`src/rtl/tx_dac_pkg.sv`:
```
// tx_dac_pkg: shared widths, midscale constant, state enum and entry helpers for the Tx DAC formatter.
package tx_dac_pkg;
  localparam int SAMPLE_W = 12;
  localparam int TAG_W = 2;
  localparam logic [SAMPLE_W-1:0] MIDSCALE = 12'h800;
  typedef enum logic {PRIME, RUN} state_t;
  typedef struct packed {
    logic [TAG_W-1:0] tag;
    logic [SAMPLE_W-1:0] i;
    logic [SAMPLE_W-1:0] q;
  } entry_t;
  localparam int ENTRY_W = $bits(entry_t);
  function automatic entry_t pack_entry(input logic [TAG_W-1:0] tag, input logic [SAMPLE_W-1:0] i, input logic [SAMPLE_W-1:0] q);
    return '{tag: tag, i: i, q: q};
  endfunction
  function automatic logic [SAMPLE_W-1:0] to_ob(input logic [SAMPLE_W-1:0] s);
    return {~s[SAMPLE_W-1], s[SAMPLE_W-2:0]};
  endfunction
endpackage

```
`src/rtl/tx_dac_fifo.sv`:
```
// tx_dac_fifo: single-clock FIFO with show-ahead head; a push while full is accepted only alongside a pop.
module tx_dac_fifo #(
  parameter int DEPTH = 8,
  parameter int WIDTH = 26,
  localparam int AW = $clog2(DEPTH)
) (
  input  logic             clk,
  input  logic             rst,
  input  logic             push,
  input  logic             pop,
  input  logic [WIDTH-1:0] din,
  output logic [WIDTH-1:0] dout,
  output logic             empty,
  output logic [AW:0]      level
);
  logic [WIDTH-1:0] mem_q [DEPTH];
  logic [AW-1:0] wr_q, wr_d, rd_q, rd_d;
  logic [AW:0] level_q, level_d;
  logic full, push_en, pop_en;
  assign full = level_q == (AW+1)'(DEPTH);
  assign empty = level_q == '0;
  assign pop_en = pop && !empty;
  assign push_en = push && (!full || pop_en);
  always_comb begin
    wr_d = wr_q + AW'(push_en);
    rd_d = rd_q + AW'(pop_en);
    level_d = level_q + (AW+1)'(push_en) - (AW+1)'(pop_en);
  end
  always_ff @(posedge clk or posedge rst) begin
    if (rst) begin
      wr_q <= '0;
      rd_q <= '0;
      level_q <= '0;
    end else begin
      wr_q <= wr_d;
      rd_q <= rd_d;
      level_q <= level_d;
    end
  end
  // Storage needs no reset: the cleared level already marks every slot invalid.
  always_ff @(posedge clk) begin
    if (push_en) mem_q[wr_q] <= din;
  end
  assign dout = mem_q[rd_q];
  assign level = level_q;
endmodule

```
`src/rtl/tx_dac_formatter.sv`:
```
// tx_dac_formatter: buffers Tx I/Q samples and presents them to the DAC in offset binary on each request.
// Optional TX_DAC_STATS_EN enables saturating overflow/underrun counters.
module tx_dac_formatter
  import tx_dac_pkg::*;
#(
  parameter int DEPTH = 8,
  parameter int PREFILL = 4,
  localparam int LW = $clog2(DEPTH) + 1
) (
  input  logic          clk_16M384,
  input  logic          rst_16M384,
  input  logic [11:0]   DAC_I,
  input  logic [11:0]   DAC_Q,
  input  logic [1:0]    DAC_bits,
  input  logic          DAC_vld,
  input  logic          dac_req,
  output logic [11:0]   dac_i_ob,
  output logic [11:0]   dac_q_ob,
  output logic [1:0]    dac_tag,
  output logic          dac_live,
  output logic [LW-1:0] fifo_level,
  output logic [15:0]   ovf_cnt,
  output logic [15:0]   udf_cnt
);
  state_t state_q, state_d;
  entry_t head;
  logic empty, pop, udf;
  logic [SAMPLE_W-1:0] i_q, i_d, q_q, q_d;
  logic [TAG_W-1:0] tag_q, tag_d;
  logic live_q, live_d;
  tx_dac_fifo #(.DEPTH(DEPTH), .WIDTH(ENTRY_W)) u_fifo (
    .clk(clk_16M384),
    .rst(rst_16M384),
    .push(DAC_vld),
    .pop(pop),
    .din(pack_entry(DAC_bits, DAC_I, DAC_Q)),
    .dout(head),
    .empty(empty),
    .level(fifo_level)
  );
  assign pop = state_q == RUN && dac_req && !empty;
  assign udf = state_q == RUN && dac_req && empty;
  always_ff @(posedge clk_16M384 or posedge rst_16M384) begin
    if (rst_16M384) state_q <= PRIME;
    else state_q <= state_d;
  end
  always_comb begin
    state_d = state_q == PRIME ? (fifo_level >= LW'(PREFILL) ? RUN : PRIME) : (udf ? PRIME : RUN);
  end
  always_comb begin
    i_d = pop ? to_ob(head.i) : udf ? MIDSCALE : i_q;
    q_d = pop ? to_ob(head.q) : udf ? MIDSCALE : q_q;
    tag_d = pop ? head.tag : udf ? '0 : tag_q;
    live_d = pop ? 1'b1 : udf ? 1'b0 : live_q;
  end
  always_ff @(posedge clk_16M384 or posedge rst_16M384) begin
    if (rst_16M384) begin
      i_q <= MIDSCALE;
      q_q <= MIDSCALE;
      tag_q <= '0;
      live_q <= 1'b0;
    end else begin
      i_q <= i_d;
      q_q <= q_d;
      tag_q <= tag_d;
      live_q <= live_d;
    end
  end
  assign dac_i_ob = i_q;
  assign dac_q_ob = q_q;
  assign dac_tag = tag_q;
  assign dac_live = live_q;
`ifdef TX_DAC_STATS_EN
  logic [15:0] ovf_q, ovf_d, udf_q, udf_d;
  logic drop;
  // A full FIFO takes the push only when a pop frees a slot in the same cycle.
  assign drop = DAC_vld && fifo_level == LW'(DEPTH) && !pop;
  always_comb begin
    ovf_d = (drop && ovf_q != 16'hFFFF) ? ovf_q + 16'd1 : ovf_q;
    udf_d = (udf && udf_q != 16'hFFFF) ? udf_q + 16'd1 : udf_q;
  end
  always_ff @(posedge clk_16M384 or posedge rst_16M384) begin
    if (rst_16M384) begin
      ovf_q <= '0;
      udf_q <= '0;
    end else begin
      ovf_q <= ovf_d;
      udf_q <= udf_d;
    end
  end
  assign ovf_cnt = ovf_q;
  assign udf_cnt = udf_q;
`else
  assign ovf_cnt = '0;
  assign udf_cnt = '0;
`endif
endmodule

```
`config.mk`:
```
export PLATFORM = sky130hd
export DESIGN_NAME = tx_dac_formatter
export DESIGN_NICKNAME = d
export VERILOG_FILES = /design/src/rtl/tx_dac_pkg.sv /design/src/rtl/tx_dac_fifo.sv /design/src/rtl/tx_dac_formatter.sv
export SDC_FILE = /design/constraint.sdc
export NUM_CORES = 1
export LEC_CHECK = 0
export ABC_AREA = 1
export CORE_MARGIN = 8
export CORE_UTILIZATION = 45
export CTS_BUF_LIST = sky130_fd_sc_hd__clkbuf_8 sky130_fd_sc_hd__clkbuf_16
export DETAILED_ROUTE_END_ITERATION = 7
export PLACE_DENSITY = 0.61
export SLEW_MARGIN = 30
export SYNTH_ARGS = -nofsm -noshare
export SYNTH_HDL_FRONTEND = slang
export SYNTH_HIERARCHICAL = 1
export SYNTH_SLANG_ARGS = --single-unit
```
`constraint.sdc`:
```
create_clock -name clk_16M384 -period 3.15 [get_ports clk_16M384]
set_clock_uncertainty 0.1 [all_clocks]
set_input_delay 0.63 -clock clk_16M384 [delete_from_list [all_inputs] [get_ports clk_16M384]]
set_output_delay 0.63 -clock clk_16M384 [all_outputs]
set_load 0.05 [all_outputs]
```
==> results.toml <==
[run_status]
status = "finished clean"

[timing]
holdWs_ns = 0.3434
slew-limit-headroom_pct = 46.35
grt_setup_unrepaired = "false"
setup-violations-final = 0
timing.final.crit_share_pct = 81.63
min_period_ns = 2.571
fmaxAchievable_ghz = 0.3889
worst_slew_pin_slew_ns = 0.8036
final-hold-violation-count = 0
finalMaxSlewViolations = 0

[logic_synthesis]
yosysTopAreaCell = "edfxtp_1"
ys_ff_latch = 246
ys_types = 25
avgSynthCellArea_um2 = 9.848
syn-cell-area_um2 = 11120
ys_top_cells_by_area = "edfxtp_1, nand2_1, dfrtp_1, inv_1, nand3_1"
yosysTopAreaCellShare_pct = 56.18
syn_inst = 1129
yosysSeqAreaShare_pct = 64.75
synth-warning-count = 6

[clocking]
htree_num_levels = 1
holdBufCountCts = 0
postCtsSetupRepairBufs = 0
root_buffer = "clkbuf_16"
numCtsBuffers = 26
clkLatencyLatePin_ns = 0.51
cts_resized = 0
clkSinkCount = 246
cts_buffer_depth = 3
cts.clk_slew.worst_paths_ns = 0.06
tritoncts = "yes"

[layout]
utilization_pct = 52.54
layout_commonest_cell = "nand2_1"
area_growth_pct = 14.93
nNetsFinal = 1236
final_cell_mix = "nand2_1, edfxtp_1, inv_1"
final_layout_size_suffix_gt1_share_pct = 11.51
diodes = 0

[drt]
vias = 7325
drt_iter0_drc = 551
ant_nets = 0
drc = 0
drtPass1Iterations = 4
wire_per_inst_um = 16.66
wirelength_um = 25660
viasPerCell = 4.756

[floorplanning]
fp-row-count = 57
die_w_um = 173.2
dieArea_um2 = 29990
ios = 93
floorplan.initialDensity_pct = 45.72
core_region_area_um2 = 24320
die_y_um = 173.2

[run]
cap_violations = 0

[global_routing]
gr-usage-all-layers_pct = 17.10
grt_start_max_net_pins = 106
grt_pass1_wl_um = 41100
grt_pass1_vias = 7395
overflow = 0
antenna_found_initial = 0

[worst_setup_path]
crit_family = "buffers and inverters"
cp.depth = 1
required_ns = 2.42
worst-path-buf-inv = 1
cp_max_fo = 2
start_kind = "flop"
crit_type = "reg2out"
rr_worst_depth = 11
crit_path_cell_trace = "clkdlybuf4s50_1"
endpoint_kind = "primary output"
crit_slowest_cell = "clkdlybuf4s50_1"
cp.arrival_ns = 1.84
max_stage_delay_ns = 0.80

[power]
leakage_nw = 5.907
ir_worst_vdd_mv = 0.5711
powerDensity_nw_per_um2 = 953.2
p_switching_mw = 4.831
clkPwrFrac_pct = 23.6
finalPower_mw = 12.18
comb_power_share_pct = 39.5
p_int_mw = 7.350
p_sw_share_pct = 39.66
pwr-share-seq_pct = 36.9

[placed_design]
io_buffers = 60
gp_congestion = 0.7769
hpwlAfterDp_um = 16080

[min_path]
hp-class = "in2async"
power by group through the flow:
stage	sequential, mW	combinational, mW	clock [mW]
floorplan	5.16	2.85	0
global placement	4.55	4.80	0
global route	4.56	5.37	3.06
CTS	4.50	4.87	2.94
finish	4.49	4.81	2.88
detailed placement	4.56	4.85	0
synthesized netlist by cell type (all sizes together):
library cell,number
clkinv,5
buf,73
o21bai,1
ha,9
conb,1
nand2,403
clkbuf,10
or2,1
nand4,24
inv,223
nor2,11
edfxtp,208
fa,1
dfrtp,36
dfstp,2
xor2,4
a21oi,1
nand3,113
o21ai,3
state kept, by name, indices dropped and copies added, names as in the netlist:
| signal | cells |
|---|---|
| u_fifo/level | 4 |
| state_q | 1 |
| dac_tag | 2 |
| dac_q_ob | 12 |
| u_fifo/wr_q | 3 |
| u_fifo/mem_q | 208 |
| dac_i_ob | 12 |
| dac_live | 1 |
| u_fifo/rd_q | 3 |
layer usage:
metal | global-route usage, % | vias to the layer above | wire, µm
met2 | 28.12 | 233 | 12010
met3 | 2.875 | 34 | 1629
li1 | - | 3596 | -
met4 | 4.348 | 0 | 507
met5 | 0 | - | 0
met1 | 23.24 | 3462 | 11510
stage by stage:
stage               area [µm²]  instances  setup slack [ns]  TNS, ns
CTS                      12780       1540            0.5487        0
detailed placement       11960       1492            0.3709        0
floorplan                11230       1160          -0.04803   -9.989
finish                   12780       1540            0.5788        0
global placement         11960       1492            0.3630        0
global route             12780       1540            0.4966        0
worst paths after layout:
path	startpoint	end	slack [ns]
max	dac_i_ob[11]$_DFFE_PP1P_	dac_i_ob[11]	0.58
min reg2reg	dac_q_ob[11]$_DFFE_PP1P_	dac_q_ob[11]$_DFFE_PP1P_	0.37
min in group clk_16M384	dac_q_ob[11]$_DFFE_PP1P_	dac_q_ob[11]$_DFFE_PP1P_	0.37
max in group asynchronous	rst_16M384	dac_q_ob[11]$_DFFE_PP1P_	1.90
min	rst_16M384	u_fifo/wr_q[1]$_DFF_PP0_	0.34
max reg2reg	u_fifo/level[2]$_DFF_PP0_	u_fifo/mem_q[7][8]$_DFFE_PP_	0.71
area by class of cell:
type / instances / area (µm²)
clock inverters: 18 / 101.3
fillers: 2156 / 11540
clock buffers: 30 / 716.9
multi-input cells: 603 / 2624
well taps: 324 / 405.4
flip-flops and latches: 246 / 7202
repair buffers: 91 / 870.8
inverters: 228 / 858.3
cells by family (layout without fill, tap and decap cells):
group | count (synthesis) | in the layout | share of synthesized area, %
AOI/OAI and AO/OA | 5 | 5 | 0.2475
buffers and inverters | 311 | 367 | 12.92
adders and majority gates | 10 | 10 | 1.193
DFF | 246 | 246 | 64.75
other | 1 | 32 | 0.03373
and+or+nand+nor | 552 | 552 | 20.54
xor gates and xnor gates | 4 | 4 | 0.3151
Note: power is estimated with default switching activity, not from simulation.
==> edit: new RTL, config.mk and constraints unchanged <==
Add an input register stage for `DAC_I`, `DAC_Q`, `DAC_bits` and `dac_req`, with the module's reset; this delays them by one clock. The other inputs are not delayed to match.
--- a/src/rtl/tx_dac_formatter.sv
+++ b/src/rtl/tx_dac_formatter.sv
@@ -24,2 +24,22 @@
 );
+
+  logic [11:0] DAC_I_q;
+  logic [11:0] DAC_Q_q;
+  logic [1:0] DAC_bits_q;
+  logic dac_req_q;
+
+  always_ff @(posedge clk_16M384 or posedge rst_16M384) begin
+    if (rst_16M384) begin
+      DAC_I_q    <= '0;
+      DAC_Q_q    <= '0;
+      DAC_bits_q <= '0;
+      dac_req_q  <= '0;
+    end else begin
+      DAC_I_q    <= DAC_I;
+      DAC_Q_q    <= DAC_Q;
+      DAC_bits_q <= DAC_bits;
+      dac_req_q  <= dac_req;
+    end
+  end
+
   state_t state_q, state_d;
@@ -35,3 +55,3 @@
     .pop(pop),
-    .din(pack_entry(DAC_bits, DAC_I, DAC_Q)),
+    .din(pack_entry(DAC_bits_q, DAC_I_q, DAC_Q_q)),
     .dout(head),
@@ -40,4 +60,4 @@
   );
-  assign pop = state_q == RUN && dac_req && !empty;
-  assign udf = state_q == RUN && dac_req && empty;
+  assign pop = state_q == RUN && dac_req_q && !empty;
+  assign udf = state_q == RUN && dac_req_q && empty;
   always_ff @(posedge clk_16M384 or posedge rst_16M384) begin
Check against the original RTL: not equivalent (Yosys sat finds a counterexample within 10 cycles, from zero or initial values and one cycle with rst_16M384 high).
==> edit against the original RTL <==
- fmax is 1.5% lower
- power is 8.1% higher
- area after synthesis is 6.1% higher
- worst setup slack worse by 39 ps
- sequential cell count is 27 higher
- clock power is 24% higher
- design area is 7.0% higher
- wire length is 0.20% higher
- sequential share of layout area is 1.3 points higher
- highest routed layer unchanged
- core utilization is 0.22 points higher
- combinational power is 2% lower
==> edit: results <==
[placement]
place.gp.congestion = 0.802
dp.final_hpwl_um = 15600
placed_cells_incl_taps = 1528
pre_cts_slack_ps = 641
place_area_sq_mm = 0.0126

[yosys]
largest_family_of_logic_cells_by_synthesized_area = simple AND/OR/NAND/NOR gates
async_flop_share_pct = 23.8
synth.top_cells.by_area = sky130_fd_sc_hd__edfxtp_1 (53%), sky130_fd_sc_hd__dfrtp_1 (13%), sky130_fd_sc_hd__nand2_1 (13%)
yosys.area_share.xor_xnor_pct = 0.297
synth-compound-area-share_pct = 0.233
synth-edff-count = 208
synthAdderAreaFrac_pct = 1.12
post_synth.cell_area_avg_sq_um = 10.2
synthDistinctLibCells = 25
postSynthCellCount = 1156
synth.yosys.seq_area_share_pct = 66.8
synth.top_cells.by_count = sky130_fd_sc_hd__nand2_1 (402), sky130_fd_sc_hd__edfxtp_1 (208), sky130_fd_sc_hd__inv_1 (162), sky130_fd_sc_hd__nand3_1 (113), sky130_fd_sc_hd__dfrtp_1 (63)

[power]
intPower_w = 0.00817
p_leak_nw = 6.32
worst_ir_drop_vdd_mv = 0.727
power_sequential_w = 0.00489
total_switching_power_w = 0.00499
comb_power_share_pct = 35.8

[layout]
clockNetworkAreaShare_pct = 7.53
nonClockBufferCount = 89
final_design_area_no_fill_sq_mm = 0.0137
ff_latch_area_sq_mm = 0.00788
drive_above_1_share_pct = 12.3
fillCellCount = 2307
fin_nets = 1265
final_cells = 1584
diodes = 0
multi_input_area_share_pct = 19.2
layout.sequential_cells = 273
top_register = u_fifo/mem_q
nonClkBufAreaFrac_pct = 6.35
final.clkbuf_count = 37

[cts]
cts_made_buffers = 30
post_cts_resize_count = 0
ctsRootBufferMaster = sky130_fd_sc_hd__clkbuf_16
cts_htree_levels = 1
clk-insertion-delay-late_ps = 540

[grt]
via_count_of_the_first_global_routing_pass = 7599
globalRouteMet1Util_pct = 22.5
use_met3_pct = 2.89
all_layer_gr_usage_pct = 16.6
grt_pass1_wl_um = 41100
grt.met2_usage_pct = 27.6

[timing]
final.setup.tns_ps = 0
slew_headroom_pct = 53.6

[outcome]
outcome = finished clean

[detailed_routing]
detailedRoute.firstPassIterationCount = 7
vias_per_cell = 4.77
post_drt_wl_per_cell_um = 16.2
detailedRoute.firstIterationViolations = 530

[worst_setup_path]
worstPathArrival_ps = 1880
critPathTopFamily = buffers and inverters
slowest_stage = sky130_fd_sc_hd__clkdlybuf4s50_1
startpoint_of_the_lowest_slack_register_to_register_path = u_fifo/level[2]
critPathMaxStageDelay_ps = 810
[edit: cell types whose count changed in the layout (fill, tap and decap cells not counted), moves of 2 or more]
cell	change
sky130_fd_sc_hd__clkbuf_8	+3
sky130_fd_sc_hd__bufinv_16	+2
sky130_fd_sc_hd__clkinv_2	+5
sky130_fd_sc_hd__clkinv_1	-6
sky130_fd_sc_hd__buf_4	-3
sky130_fd_sc_hd__dfrtp_1	+27
sky130_fd_sc_hd__inv_1	-2
sky130_fd_sc_hd__clkbuf_16	+4
[edit: worst paths after layout]
check	end	slack [ps]	cells past startpoint
setup reg to reg	u_fifo/mem_q[3][24]	660	10
max in group asynchronous	dac_q_ob[11]	1920	3
hold / removal	u_fifo/level[1]	330	2
min in group clk_16M384	dac_i_ob[5]	380	2
setup / recovery	dac_i_ob[11]	540	1
hold reg to reg	dac_i_ob[5]	380	2
[edit: metal layers]
layer / vias to the layer above / part of all wire (%)
li1: 3685 / -
met1: 3623 / 45
met2: 216 / 47
met3: 31 / 6.9
met4: 0 / 1.5
met5: - / 0
